==> src/rtl/cmp_pkg.sv <==
// cmp_pkg: shared state encoding and sizing helper for the sequential magnitude comparator
package cmp_pkg;
  localparam logic [1:0] ST_IDLE = 2'd0;
  localparam logic [1:0] ST_RUN  = 2'd1;
  localparam logic [1:0] ST_DONE = 2'd2;
  typedef enum logic [1:0] {
    IDLE = ST_IDLE,
    RUN  = ST_RUN,
    DONE = ST_DONE
  } state_t;
  function automatic int clog2(input int n);
    int r;
    r = 0;
    while ((1 << r) < n) r++;
    return r;
  endfunction
endpackage

==> src/rtl/cmp_digit.sv <==
// cmp_digit: combinational DIGIT-bit unsigned slice comparator, equality implied when gt and lt are both low
module cmp_digit #(
  parameter int DIGIT = 2
) (
  input  logic [DIGIT-1:0] x,
  input  logic [DIGIT-1:0] y,
  output logic             gt,
  output logic             lt
);
  assign gt = x > y;
  assign lt = x < y;
endmodule

==> src/rtl/cmp_seq_magnitude.sv <==
// cmp_seq_magnitude: MSB-first slice-serial magnitude comparator with early exit and held one-hot result
module cmp_seq_magnitude
  import cmp_pkg::*;
#(
  parameter int WIDTH     = 16,
  parameter int DIGIT     = 2,
  parameter int SIGNED_EN = 1
) (
  input  logic             clk,
  input  logic             rst_n,
  input  logic             start,
  input  logic [WIDTH-1:0] a,
  input  logic [WIDTH-1:0] b,
  input  logic             is_signed,
  output logic             busy,
  output logic             done,
  output logic             eq,
  output logic             less,
  output logic             greater
);
  localparam int NDIG = WIDTH / DIGIT;
  localparam int CW   = (clog2(NDIG) < 1) ? 1 : clog2(NDIG);
  state_t           state_q, state_d;
  logic [WIDTH-1:0] sa_q, sa_d, sb_q, sb_d, flip;
  logic [CW-1:0]    cnt_q, cnt_d;
  logic             busy_q, busy_d, done_q, done_d;
  logic             eq_q, eq_d, less_q, less_d, greater_q, greater_d;
  logic             s_gt, s_lt, last;
  cmp_digit #(.DIGIT(DIGIT)) u_digit (
    .x (sa_q[WIDTH-1 -: DIGIT]),
    .y (sb_q[WIDTH-1 -: DIGIT]),
    .gt(s_gt),
    .lt(s_lt)
  );
  // offset-binary: flipping both MSBs makes unsigned slice order match two's-complement order
  assign flip = {(SIGNED_EN != 0) && is_signed, {(WIDTH-1){1'b0}}};
  assign last = cnt_q == CW'(NDIG - 1);
  always_comb begin
    state_d   = state_q;
    sa_d      = sa_q;
    sb_d      = sb_q;
    cnt_d     = cnt_q;
    busy_d    = busy_q;
    done_d    = 1'b0;
    eq_d      = eq_q;
    less_d    = less_q;
    greater_d = greater_q;
    case (state_q)
      IDLE: if (start) begin
        sa_d    = a ^ flip;
        sb_d    = b ^ flip;
        cnt_d   = '0;
        busy_d  = 1'b1;
        state_d = RUN;
      end
      RUN: if (s_gt || s_lt || last) begin
        greater_d = s_gt;
        less_d    = s_lt;
        eq_d      = !(s_gt || s_lt);
        busy_d    = 1'b0;
        done_d    = 1'b1;
        state_d   = DONE;
      end else begin
        sa_d  = sa_q << DIGIT;
        sb_d  = sb_q << DIGIT;
        cnt_d = cnt_q + CW'(1);
      end
      default: state_d = IDLE;
    endcase
  end
  always_ff @(posedge clk or negedge rst_n) begin
    if (!rst_n) begin
      state_q   <= IDLE;
      sa_q      <= '0;
      sb_q      <= '0;
      cnt_q     <= '0;
      busy_q    <= 1'b0;
      done_q    <= 1'b0;
      eq_q      <= 1'b0;
      less_q    <= 1'b0;
      greater_q <= 1'b0;
    end else begin
      state_q   <= state_d;
      sa_q      <= sa_d;
      sb_q      <= sb_d;
      cnt_q     <= cnt_d;
      busy_q    <= busy_d;
      done_q    <= done_d;
      eq_q      <= eq_d;
      less_q    <= less_d;
      greater_q <= greater_d;
    end
  end
  assign busy    = busy_q;
  assign done    = done_q;
  assign eq      = eq_q;
  assign less    = less_q;
  assign greater = greater_q;
endmodule
==> config.mk <==
export PLATFORM = sky130hd
export DESIGN_NAME = cmp_seq_magnitude
export DESIGN_NICKNAME = d
export VERILOG_FILES = /design/src/rtl/cmp_pkg.sv /design/src/rtl/cmp_digit.sv /design/src/rtl/cmp_seq_magnitude.sv
export SDC_FILE = /design/constraint.sdc
export NUM_CORES = 1
export LEC_CHECK = 0
export ABC_AREA = 1
export CAP_MARGIN = 10
export CORE_AREA = 2 2 66 68
export DETAILED_ROUTE_END_ITERATION = 8
export DIE_AREA = 0 0 68 70
export GPL_ROUTABILITY_DRIVEN = 0
export GPL_TIMING_DRIVEN = 1
export PLACE_DENSITY = 0.93
export REMOVE_ABC_BUFFERS = 1
export SLEW_MARGIN = 20
export SYNTH_ARGS = -nofsm -noshare
export SYNTH_HDL_FRONTEND = slang
export SYNTH_SLANG_ARGS = --single-unit
==> constraint.sdc <==
create_clock -name clk -period 3.7 [get_ports clk]
set_input_delay 0.74 -clock clk [delete_from_list [all_inputs] [get_ports clk]]
set_output_delay 0.74 -clock clk [all_outputs]
set_load 0.01 [all_outputs]
# Yosys cells after proc, flatten, opt, wreduce, memory -nomap -nowiden

Index checks and enable logic that the tools add are counted.

Flip-flop bits (word level): 42
Bits of input ports: 36
Output and inout bits: 5
Logic and storage cells: 45

Add/subtract/negate cells: 1
Order comparisons: 2
Eq/ne operators: 5
Muxes and demuxes: 17
Bitwise gates (word level): 2
Reduce and logical (&&, ||, !) cells: 9

Operators with widths:

| operator                                                               | number |
|---|---|
| 16-bit two-way mux                                                     | 4 |
| 16-bit one-hot mux with 2 select lines                                 | 2 |
| 16-bit bitwise XOR                                                     | 2 |
| 3-bit two-way mux                                                      | 2 |
| 2-bit inequality test (second input constant)                          | 3 |
| 3-bit one-hot mux with 2 select lines                                  | 1 |
| 3-bit AND reduction                                                    | 2 |
| 1-bit two-way mux                                                      | 4 |
| 2-bit two-way mux                                                      | 2 |
| 2-bit one-hot mux with 2 select lines                                  | 1 |
| 2-bit AND reduction                                                    | 2 |
| 3-bit by 1-bit adder with 3-bit output (second input constant)         | 1 |
| 3-bit equality test (second input constant)                            | 1 |
| 2-bit by 1-bit equality test with 1-bit output (second input constant) | 1 |
| 2-bit greater-than comparator                                          | 1 |
| 2-bit zero test                                                        | 1 |
| 1-bit logical OR                                                       | 2 |
| 2-bit less-than comparator                                             | 1 |
| 1-bit one-hot mux with 2 select lines                                  | 1 |
| 2-bit nonzero test                                                     | 1 |
| 1-bit zero test                                                        | 1 |

# Longest topological paths before layout

Gate-level depths: netlist of the first run.

Word-level depth: 5
Mapped depth: 10
Depth with buffers taken out: 9

# Modules after synthesis

From an unflattened synthesis of the first run, not the netlist that was laid out.

Cell total of the unflattened synthesis: 290
Area total of the unflattened synthesis: 2,158.3 um2

Modules (own cells, without submodules):

| module            | instances | cells an instance | area each (um2) | sequential area each (um2) |
|---|---|---|---|---|
| cmp_seq_magnitude | 1         | 279               | 2,093.3         | 1,051.0 |
| cmp_digit         | 1         | 11                | 65.1            | 0.0 |

# Worst setup path after synthesis of the first run

Ideal clock, no wire load.

Path kind: reg-to-reg
Start: reg cnt_q[0]
End: reg sa_q[8]
Library setup time: 0.117 ns
Arrival: 1.320 ns
Path slack: 2.263 ns
Cell stages (with the launch flop): 8
Buffers on the path: 1
Clock period less this slack: 1.437 ns
Path through: dfrtp_1 ha_1 ha_1 nor2_2 nand3_4 buf_2 nand3_1 nand2_1

Word-level cells in the longest chain between the ends: 4

Ends and longest elaborated chain:

| what                            | line                    | source |
|---|---|---|
| start: declaration              | cmp_seq_magnitude.sv:25 | `logic [CW-1:0] cnt_q, cnt_d;` |
| start signal: assignment        | cmp_seq_magnitude.sv:86 | `cnt_q <= cnt_d;` |
| 3-bit equality test             | cmp_seq_magnitude.sv:37 | `assign last = cnt_q == CW'(NDIG - 1);` |
| 1-bit logical OR                | cmp_seq_magnitude.sv:56 | `RUN: if (s_gt \|\| s_lt \|\| last) begin` |
| 2-bit inequality test (no line) | -                       |  |
| 3-bit AND reduction (no line)   | -                       |  |
| end signal: assignment          | cmp_seq_magnitude.sv:74 | `sa_q <= '0;` |
| end signal: assignment          | cmp_seq_magnitude.sv:84 | `sa_q <= sa_d;` |
| end: declaration                | cmp_seq_magnitude.sv:24 | `logic [WIDTH-1:0] sa_q, sa_d, sb_q, sb_d, flip;` |

No other way between the ends.
A chain may end at the register's enable or synchronous reset.

# Worst setup path in the final report of the first run

Start: reg state_q[1]
End: reg sb_q[3]

Word-level cells in the longest chain between the ends: 3
Elaborated cells on any way between the ends: 7
Those cells by class: eq/ne (3); mux (1); reduce/logical (3)

Ends and longest elaborated chain:

| what                                                                              | line                    | source |
|---|---|---|
| start: declaration                                                                | cmp_seq_magnitude.sv:23 | `state_t state_q, state_d;` |
| start signal: assignment                                                          | cmp_seq_magnitude.sv:83 | `state_q <= state_d;` |
| 2-bit by 1-bit equality test with 1-bit output or 2-bit zero test (tied branches) | cmp_seq_magnitude.sv:48 | `case (state_q)` |
| 2-bit inequality test (no line) or 2-bit nonzero test (tied branches)             | -                       |  |
| 3-bit AND reduction (no line)                                                     | -                       |  |
| end signal: assignment                                                            | cmp_seq_magnitude.sv:75 | `sb_q <= '0;` |
| end signal: assignment                                                            | cmp_seq_magnitude.sv:85 | `sb_q <= sb_d;` |
| end: declaration                                                                  | cmp_seq_magnitude.sv:24 |  |

Parallel ways exist; a longest one is shown, timed or not.

==> results.md, run 1 <==
- WS Path Type: flip-flop to flip-flop
- Drt drc: 0
- Pre-CTS setup slack: 1.03 ns
- Slew @ Worst Pin: 0.911 ns
- Ys Warns: 0
- Drt initial violations: 167
- Pwr Density: 743 mW/mm2
- First-pass GRT wire length: 7.46 mm
- Leak: 1.41 nW
- Final Cycle Share: 0.723
- Maxcap violations: 0
- Fin. max-slew vios: 0
- Status: completed
- Share of cells above drive strength 1: 0.0472
- Worst endpoint required time: 3.93 ns
- Fin crit period: 2.68 ns
- Final setup fails: 0
- Clk_lat worst skew: 0.29 ns
- Resized cells post-CTS: 0
- Core Region: 0.00414 mm2
- Routed len/inst: 11.7 um
- Area grow syn2layout: 21.9%
- CTS sink cnt: 42
- Clock-pin slew of the registers on the worst-case setup and hold paths: 0.07 ns
- Root buf cell: clkbuf_8
- Commonest non-fill, non-tap cell in the layout: nand2_1
- Syn Area/Cell: 7.43 um2
- FP Rows: 24
- Total GRT Usage: 0.204
- Htree depth: 2
- I/O Pins: 41
- Startpoint types: flip-flop
- Crit Path Max Fanout: 36
- Synth cell types: 18
- Relative slew margins: 0.393
- Total Wirelength: 4.33 mm
- Largest net degree at the start of global routing: 43
- Final Hold Viols: 0
- Max Root-Sink Buffers: 2
- Vias: 1892
- Layout Utilization: 0.623
- ANT nets after route: 0
- Crit path DAT: 2.90 ns
- # port buffers: 40
- Inserted Clock Buffers: 5
- Overflow after GRT: 0
- Most frequent cells in the layout: 157 x nand2_1, 42 x dfrtp_1, 40 x nand3_1, 39 x clkdlybuf4s50_1, 9 x inv_1
- Flops & latches, synth: 42
- Synth Cell Area: 0.00212 mm2
- Syn Inst Count: 285
- Worst ir drop on vdd: 397 uV
- Worst Hold Class: flip-flop to flip-flop
- RSZ-0062 raised after global routing: false
- Drt pass-1 iters: 4
- Hold_ws: 0.488 ns
- Vias in the first global route: 1791
- Final setup skew: 0.00647 ns
- Vias per inst: 5.11
- Post-synthesis sequential area ratio: 0.496
- Die Wd: 68 um
- Die Area: 0.00476 mm2
- Crit. End Element: flip-flop
- CTS tree: built
- Final nets: 358
- DIE HEIGHT: 70 um
- Setup_tns: 0 ns
- Post-CTS Setup Repair Bufs: 0
- Worst Setup Slack, final: 1.02 ns
- Initial Utilization: 0.511
- DP HPWL: 2.87 mm
- # diodes: 0
- Initial antenna violation count: 0
- Hold-fix buffers at CTS: 0
- Fmax achieved: 374 MHz
==> synth_stat cells (all sizes together) <==
master | count | share of area
inv | 11 | 0.020
buf | 13 | 0.034
ha | 4 | 0.024
or2 | 1 | 0.0030
nor2 | 3 | 0.0065
a21oi | 1 | 0.0024
nand4 | 4 | 0.012
nand3 | 42 | 0.11
dfrtp | 42 | 0.50
nand2 | 159 | 0.28
o21ai | 3 | 0.0071
clkbuf | 2 | 0.0035
==> routing by layer <==
layer  wire [um]  GRT usage  up-vias
li1            -          -      953
met1        1880      0.247      887
met2        2160      0.339       43
met3         188     0.0419        9
met4          97     0.0978        0
met5           0          0        -
==> cell type report <==
| cell class | count | area, um2 |
|---|---|---|
| clock buffer | 7 | 76.3 |
| timing repair buffer | 41 | 403 |
| fill | 382 | 1560 |
| multi-input combinational | 217 | 945 |
| inverter | 11 | 41.3 |
| tap | 52 | 65.1 |
| sequential | 42 | 1050 |
==> worst paths after layout <==
path	startpoint	end	slack, ns	cells after the start
min	less	less	0.49	2
max	state_q[1]	sb_q[3]	1.02	7
max reg2reg	state_q[1]	sb_q[3]	1.02	7
min reg2reg	less	less	0.49	2
max in group asynchronous	rst_n	sb_q[1]	2.55	1
min in group asynchronous	rst_n	done	0.58	1
==> per-stage QoR <==
stage	instances	power (W)	instance area [um2]
final	370	0.00192	2580
after global routing	370	0.00209	2580
after global placement	363	0.00160	2500
after floorplan	270	0.00138	2040
after CTS	370	0.00193	2580
after detailed placement	363	0.00165	2500
==> power breakdown <==
| group | internal, W | switching, W |
|---|---|---|
| Combinational | 0.000316 | 0.000561 |
| Clock | 0.000130 | 0.000142 |
| Sequential | 0.000666 | 0.000103 |
==> sequential cells by signal, indices dropped and copies added, names as in the netlist <==
register	count
busy	1
cnt_q	3
done	1
eq	1
greater	1
less	1
sa_q	16
sb_q	16
state_q	2
==> cell families (layout without fill, tap and decap cells) <==
group           count (synthesis)  in the layout  share of synthesized area
compound gates                  4              4                    0.00945
fa+ha+maj                       4              4                     0.0236
buf+inv                        26             59                     0.0573
flops                          42             42                      0.496
simple gates                  209            209                      0.413
==> worst max-delay path, cell delays in order (launching register included) <==
cell and delay, ns:
dfrtp_1 0.37, inv_2 0.10, nand2_2 0.33, inv_2 0.58, nand3_4 0.42, nand2_2 0.57, nand2_1 0.15, nand2_1 0.10
Note: power is estimated with default switching activity, not from simulation.
==> run 2, diff against run 1 <==
--- a/config.mk
+++ b/config.mk
@@ -7,12 +7,12 @@
 export LEC_CHECK = 0
 export ABC_AREA = 1
 export CAP_MARGIN = 10
-export CORE_AREA = 2 2 66 68
+export CORE_AREA = 2 2 71 73
 export DETAILED_ROUTE_END_ITERATION = 8
-export DIE_AREA = 0 0 68 70
+export DIE_AREA = 0 0 73 75
 export GPL_ROUTABILITY_DRIVEN = 0
 export GPL_TIMING_DRIVEN = 1
-export PLACE_DENSITY = 0.93
+export PLACE_DENSITY = 0.86
 export REMOVE_ABC_BUFFERS = 1
 export SLEW_MARGIN = 20
 export SYNTH_ARGS = -nofsm -noshare
==> constraint.sdc (replaced) <==
create_clock -name clk -period 2.2 [get_ports clk]
set_input_delay 0.44 -clock clk [delete_from_list [all_inputs] [get_ports clk]]
set_output_delay 0.44 -clock clk [all_outputs]
set_load 0.01 [all_outputs]
==> results.md, run 2 (synthesized netlist as in run 1, its figures left out) <==
- Most frequent cells in the layout: 157 x nand2_1, 42 x dfrtp_1, 40 x nand3_1, 39 x clkdlybuf4s50_1, 9 x inv_1
- Clock-pin slew of the registers on the worst-case setup and hold paths: 0.08 ns (about the same)
- Drt pass-1 iters: 4 (unchanged)
- Routed len/inst: 12.1 um (+3.4%)
- Fmax achieved: 569 MHz (+52%)
- Dpl cell area: 0.00254 mm2 (+1.6%)
- Clk pwr share: 0.156 (+0.014)
- Initial antenna violation count: 0 (unchanged)
- Sequential share of power: 0.391 (-0.010)
- Met3 GRT Util: 0.0522 (+0.0103)
- Worst Setup Slack, final: 0.443 ns (-0.582 ns)
- Status: completed
- Filler cell count in the final layout: 460 (+20%)
- Area grow syn2layout: 25.0%
- Biggest regs: sa_q (16), sb_q (16), cnt_q (3)
- Cell area after layout: 0.00265 mm2 (+2.5%)
- Worst endpoint required time: 2.44 ns (-1.49 ns)
- Clk_lat worst skew: 0.30 ns (about the same)
- Reg2reg path depth: 8 (+1)
- Die Wd: 73 um (+7.4%)
- Leak: 1.45 nW (+2.7%)
- Inserted Clock Buffers: 5 (unchanged)
- Relative slew margins: 0.633 (+0.241)
- Vias per inst: 5.04 (-1.3%)
- Flop-to-flop setup slack: 0.44 ns (-0.58 ns)
- I/O Pins: 41 (unchanged)
- Fin. max-slew vios: 0 (unchanged)
- Fin crit period: 1.76 ns (-0.918 ns)
- Most used cell, CP: nand2_1
- Crit-path cells: inv_1 > ha_1 > nand2_1 > nor2_2 > nand3_4 > nand2_2 > nand2_1 > nand2_1
- Final Cycle Share: 0.799 (+0.0757)
- CP peak stage delay: 0.43 ns (-0.15 ns)
- Drt initial violations: 145 (-13%)
- Crit Path Max Fanout: 30 (-17%)
- Sequential cell area: 0.00105 mm2 (unchanged)
- Multi-input logic area: 945 um2 (unchanged)
- Final setup skew: 0.00692 ns (+0.000454 ns)
- Htree depth: 2 (unchanged)
- Worst ir drop on vdd: 556 uV (+40%)
- Maxcap violations: 0 (unchanged)
- Crit. End Element: flip-flop
- Total GRT Usage: 0.196 (-0.00857)
- DIE HEIGHT: 75 um (+7.1%)
- Slew @ Worst Pin: 0.548 ns (-0.363 ns)
- Share of cells above drive strength 1: 0.0677 (+0.0205)
- Total Wirelength: 4.59 mm (+5.9%)
- FP Rows: 25 (+4.2%)
- CTS tree: built
- Core Region: 0.00466 mm2 (+12%)
- Post-CTS Setup Repair Bufs: 0 (unchanged)
- Pwr Density: 1260 mW/mm2 (+70%)
- Int Pwr: 0.00193 W (+74%)
- Worst R2R Start: sb_q[15]
- Resized cells post-CTS: 0 (unchanged)
- Commonest non-fill, non-tap cell in the layout: nand2_1
- # port buffers: 40 (unchanged)
- ANT nets after route: 0 (unchanged)
- Die Area: 0.00548 mm2 (+15%)
- Hold_ws: 0.470 ns (-0.0179 ns)
- Final setup fails: 0 (unchanged)
- R2R Path End: sa_q[5]
- Startpoint types: flip-flop
- CTS sink cnt: 42 (unchanged)
- Root buf cell: clkbuf_8
- Met1 usage: 0.244 (-0.00267)
- Final Hold Viols: 0 (unchanged)
- Final nets: 364 (+1.7%)
- Vias: 1912 (+1.1%)
- Max Root-Sink Buffers: 2 (unchanged)
- # diodes: 0 (unchanged)
- Worst Hold Class: input port to asynchronous set/reset pin
- Largest net degree at the start of global routing: 37 (-14%)
- Met2 Track Usage GR: 0.332 (-0.00639)
- Setup_tns: 0 ns (unchanged)
- Drt drc: 0 (unchanged)
- Switching share of power: 0.420 (about the same)
- Pre-CTS setup slack: 0.381 ns (-0.645 ns)
- Overflow after GRT: 0 (unchanged)
- Switching pwr: 0.00140 W (+74%)
- DP HPWL: 3.07 mm (+7.0%)
- First-pass GRT wire length: 8.20 mm (+10%)
- Slowest cell on crit path: nand2_2
- Combinational power share: 0.453 (-0.004)
- GRT Max-Usage Layer: met2
- RSZ-0062 raised after global routing: false
- Initial Utilization: 0.454 (-0.0566)
- Crit path DAT: 2.00 ns (-0.90 ns)
- Vias in the first global route: 1911 (+6.7%)
- WS Path Type: flip-flop to flip-flop
run 2: worst max-delay path by stage:
stage | slack [ns] | cells past startpoint | endpoint | from
6_report | 0.44 | 8 | sa_q[5] | sb_q[15]
3_3_place_gp | 0.43 | 5 | sa_q[15] | start
5_1_grt | 0.22 | 8 | sa_q[11] | sb_q[15]
3_5_place_dp | 0.38 | 5 | sa_q[8] | start
2_1_floorplan | 0.20 | 7 | cnt_q[0] | state_q[1]
4_1_cts | 0.42 | 8 | sa_q[8] | sb_q[15]
run 2: per-layer routing:
| layer | vias to the layer above | wire [um] |
|---|---|---|
| met1 | 879 | 2060 |
| met3 | 6 | 276 |
| met2 | 59 | 2190 |
| li1 | 968 | - |
| met4 | 0 | 56 |
| met5 | - | 0 |
run 2: worst max-delay path, delay by kind of cell (launching register included):
kind,cells,cell delay [ns]
buf+inv,1,0.05
fa+ha+maj,1,0.30
flops,1,0.36
simple gates,6,0.98
run 2: repair_timing:
action,CTS,global route
setup endpoints to repair,0,0
hold buffers,1,0
endpoints found under the hold margin,3,0
run 2: final cells by class:
class / instances / share of cell area
timing repair buffer: 47 / 0.170
multi-input combinational: 217 / 0.357
clock buffer: 7 / 0.0326
sequential: 42 / 0.397
tap: 54 / 0.0255
clock inverter: 1 / 0.00189
inverter: 11 / 0.0156
run 2: metrics by stage:
stage / cells / total power [W] / utilization
final: 379 / 0.00333 / 0.568
after global routing: 379 / 0.00367 / 0.568
after CTS: 379 / 0.00336 / 0.568
after detailed placement: 370 / 0.00284 / 0.546
after global placement: 370 / 0.00277 / 0.546
after floorplan: 270 / 0.00232 / -
run 2: power by group through the flow:
stage	registers (W)	clock network [W]	logic, W
3_3_place_gp	0.00130	0	0.00147
6_report	0.00130	0.000521	0.00151
3_5_place_dp	0.00132	0	0.00152
5_1_grt	0.00134	0.000562	0.00178
2_1_floorplan	0.00129	0	0.00103
4_1_cts	0.00130	0.000528	0.00153
==> run 3, diff against run 2 <==
==> constraint.sdc (replaced) <==
create_clock -name clk -period 1.5 [get_ports clk]
set_input_delay 0.3 -clock clk [delete_from_list [all_inputs] [get_ports clk]]
set_output_delay 0.3 -clock clk [all_outputs]
set_load 0.01 [all_outputs]
==> results.md, run 3 (synthesized netlist as in run 1, its figures left out) <==
- Status: finished, violations left
- Failing checks: negative setup slack
- Startpoint types: flip-flop
- Crit path DAT: 1.76 ns (-0.24 ns)
- Routed len/inst: 13.3 um (+9.7%)
- Final nets: 377 (+3.6%)
- CTS tree: built
- Pwr Density: 1910 mW/mm2 (+52%)
- Final setup skew: 0.00966 ns (+0.00274 ns)
- Worst Hold Class: input port to asynchronous set/reset pin
- First-pass GRT wire length: 8.12 mm (-1.0%)
- Relative slew margins: 0.701 (+0.0679)
- Slew @ Worst Pin: 0.448 ns (-0.0999 ns)
- # diodes: 0 (unchanged)
- # port buffers: 40 (unchanged)
- RSZ-0062 raised after global routing: true
- Most frequent cells in the layout: 143 x nand2_1, 42 x dfrtp_1, 40 x nand3_1, 36 x clkdlybuf4s50_1
- DP HPWL: 3.20 mm (+4.2%)
- R2R Path End: cnt_q[0]
- Vias per inst: 5.09 (+0.99%)
- CTS sink cnt: 42 (unchanged)
- Share of cells above drive strength 1: 0.157 (+0.0896)
- Final setup fails: 28 (+28)
- Layout Utilization: 0.628 (+0.0604)
- Initial Utilization: 0.454 (unchanged)
- Flop-to-flop setup slack: -0.02 ns (-0.47 ns)
- Worst endpoint required time: 1.74 ns (-0.70 ns)
- Crit. End Element: flip-flop
- Inserted Clock Buffers: 5 (unchanged)
- Largest net degree at the start of global routing: 31 (-16%)
- Htree depth: 2 (unchanged)
- Worst R2R Start: cnt_q[0]
- Leak: 1.60 nW (+10%)
- Maxcap violations: 0 (unchanged)
- Drt initial violations: 128 (-12%)
- Fin crit period: 1.52 ns (-0.234 ns)
- Vias in the first global route: 1866 (-2.4%)
- Fmax achieved: 656 MHz (+15%)
- Overflow after GRT: 0 (unchanged)
- FP Rows: 25 (unchanged)
- Final Hold Viols: 0 (unchanged)
- Worst ir drop on vdd: 949 uV (+71%)
- ANT nets after route: 0 (unchanged)
- Max Root-Sink Buffers: 2 (unchanged)
- Clk_lat worst skew: 0.30 ns (about the same)
- Initial antenna violation count: 0 (unchanged)
- Reg2reg path depth: 8 (unchanged)
- Core Region: 0.00466 mm2 (unchanged)
- I/O Pins: 41 (unchanged)
- Pre-CTS setup slack: -0.0356 ns (-0.417 ns)
- Critical path launch point: cnt_q[0]
- Root buf cell: clkbuf_8
- DIE HEIGHT: 75 um (unchanged)
- Total Wirelength: 5.19 mm (+13%)
- Worst Setup Slack, final: -0.0237 ns (-0.466 ns)
- Area grow syn2layout: 38.3%
- Biggest regs: sa_q (16), sb_q (16), cnt_q (3)
- Drt pass-1 iters: 4 (unchanged)
- Die Area: 0.00548 mm2 (unchanged)
- Final Cycle Share: 1.02 (+0.217)
- Vias: 1992 (+4.2%)
- Fin. max-slew vios: 0 (unchanged)
- Clock-pin slew of the registers on the worst-case setup and hold paths: 0.08 ns (about the same)
- Total GRT Usage: 0.193 (-0.00286)
- Commonest non-fill, non-tap cell in the layout: nand2_1
- Crit Path Max Fanout: 9 (-70%)
- WS Path Type: flip-flop to flip-flop
- Drt drc: 0 (unchanged)
- Hold_ws: 0.472 ns (+0.00190 ns)
- Die Wd: 73 um (unchanged)
-- run 3: cell count changes in the layout (fill, tap and decap cells not counted), moves of 4 or more --
cell and delta:
nand2_1 -14, buf_4 +6, nand2_2 +10, ha_1 -4
-- run 3: worst max path at each step --
stage,slack [ns],endpoint,cells after the start
final,-0.02,cnt_q[0],8
after global routing,-0.11,cnt_q[1],7
after CTS,0.002,greater,1
after detailed placement,-0.04,sa_q[4],8
after global placement,0.02,sa_q[10],8
after floorplan,-0.50,cnt_q[0],7
-- run 3: critical path: stages (launching register included) --
cell and delay (ns):
dfrtp_1 0.41, ha_2 0.23, ha_4 0.17, nor2_4 0.12, nand3_4 0.14, nand2_8 0.14, clkbuf_16 0.16, nand2_1 0.05
nand2_1 0.05
-- run 3: layer usage --
metal	track usage	up-vias	routed length (um)
li1	-	998	-
met1	0.250	926	2260
met2	0.328	57	2600
met3	0.0281	11	246
met4	0.0720	0	79
met5	0	-	0
-- run 3: repair_timing --
action                                 CTS  global route
gates cloned                             0             2
hold buffers                             1             0
gates resized for setup                  6            24
buffers inserted                         1             2
setup endpoints to repair               36            43
endpoints found under the hold margin   17             0
pin swaps                                3             6
-- run 3: power breakdown --
group,total [W],switching (W),internal [W]
combinational,0.00297,0.00168,0.00129
sequential,0.00193,0.000281,0.00164
clock,0.000696,0.000383,0.000313
-- run 3: cell type report --
type	instances	area [um2]
Timing Repair Buffer	60	636
Multi-Input combinational cell	217	1050
Sequential cell	42	1050
Tap cell	54	67.6
Clock inverter	2	10.0
Clock buffer	5	68.8
Inverter	11	41.3
Fill cell	402	1730
-- run 3: through the flow --
step	instances	power (W)	area, um2	setup TNS, ns
final	391	0.00559	2930	-0.332
after global routing	391	0.00604	2930	-2.91
after floorplan	270	0.00341	2040	-16.23
after CTS	387	0.00518	2770	0
after detailed placement	378	0.00437	2640	-0.656
after global placement	378	0.00427	2640	0
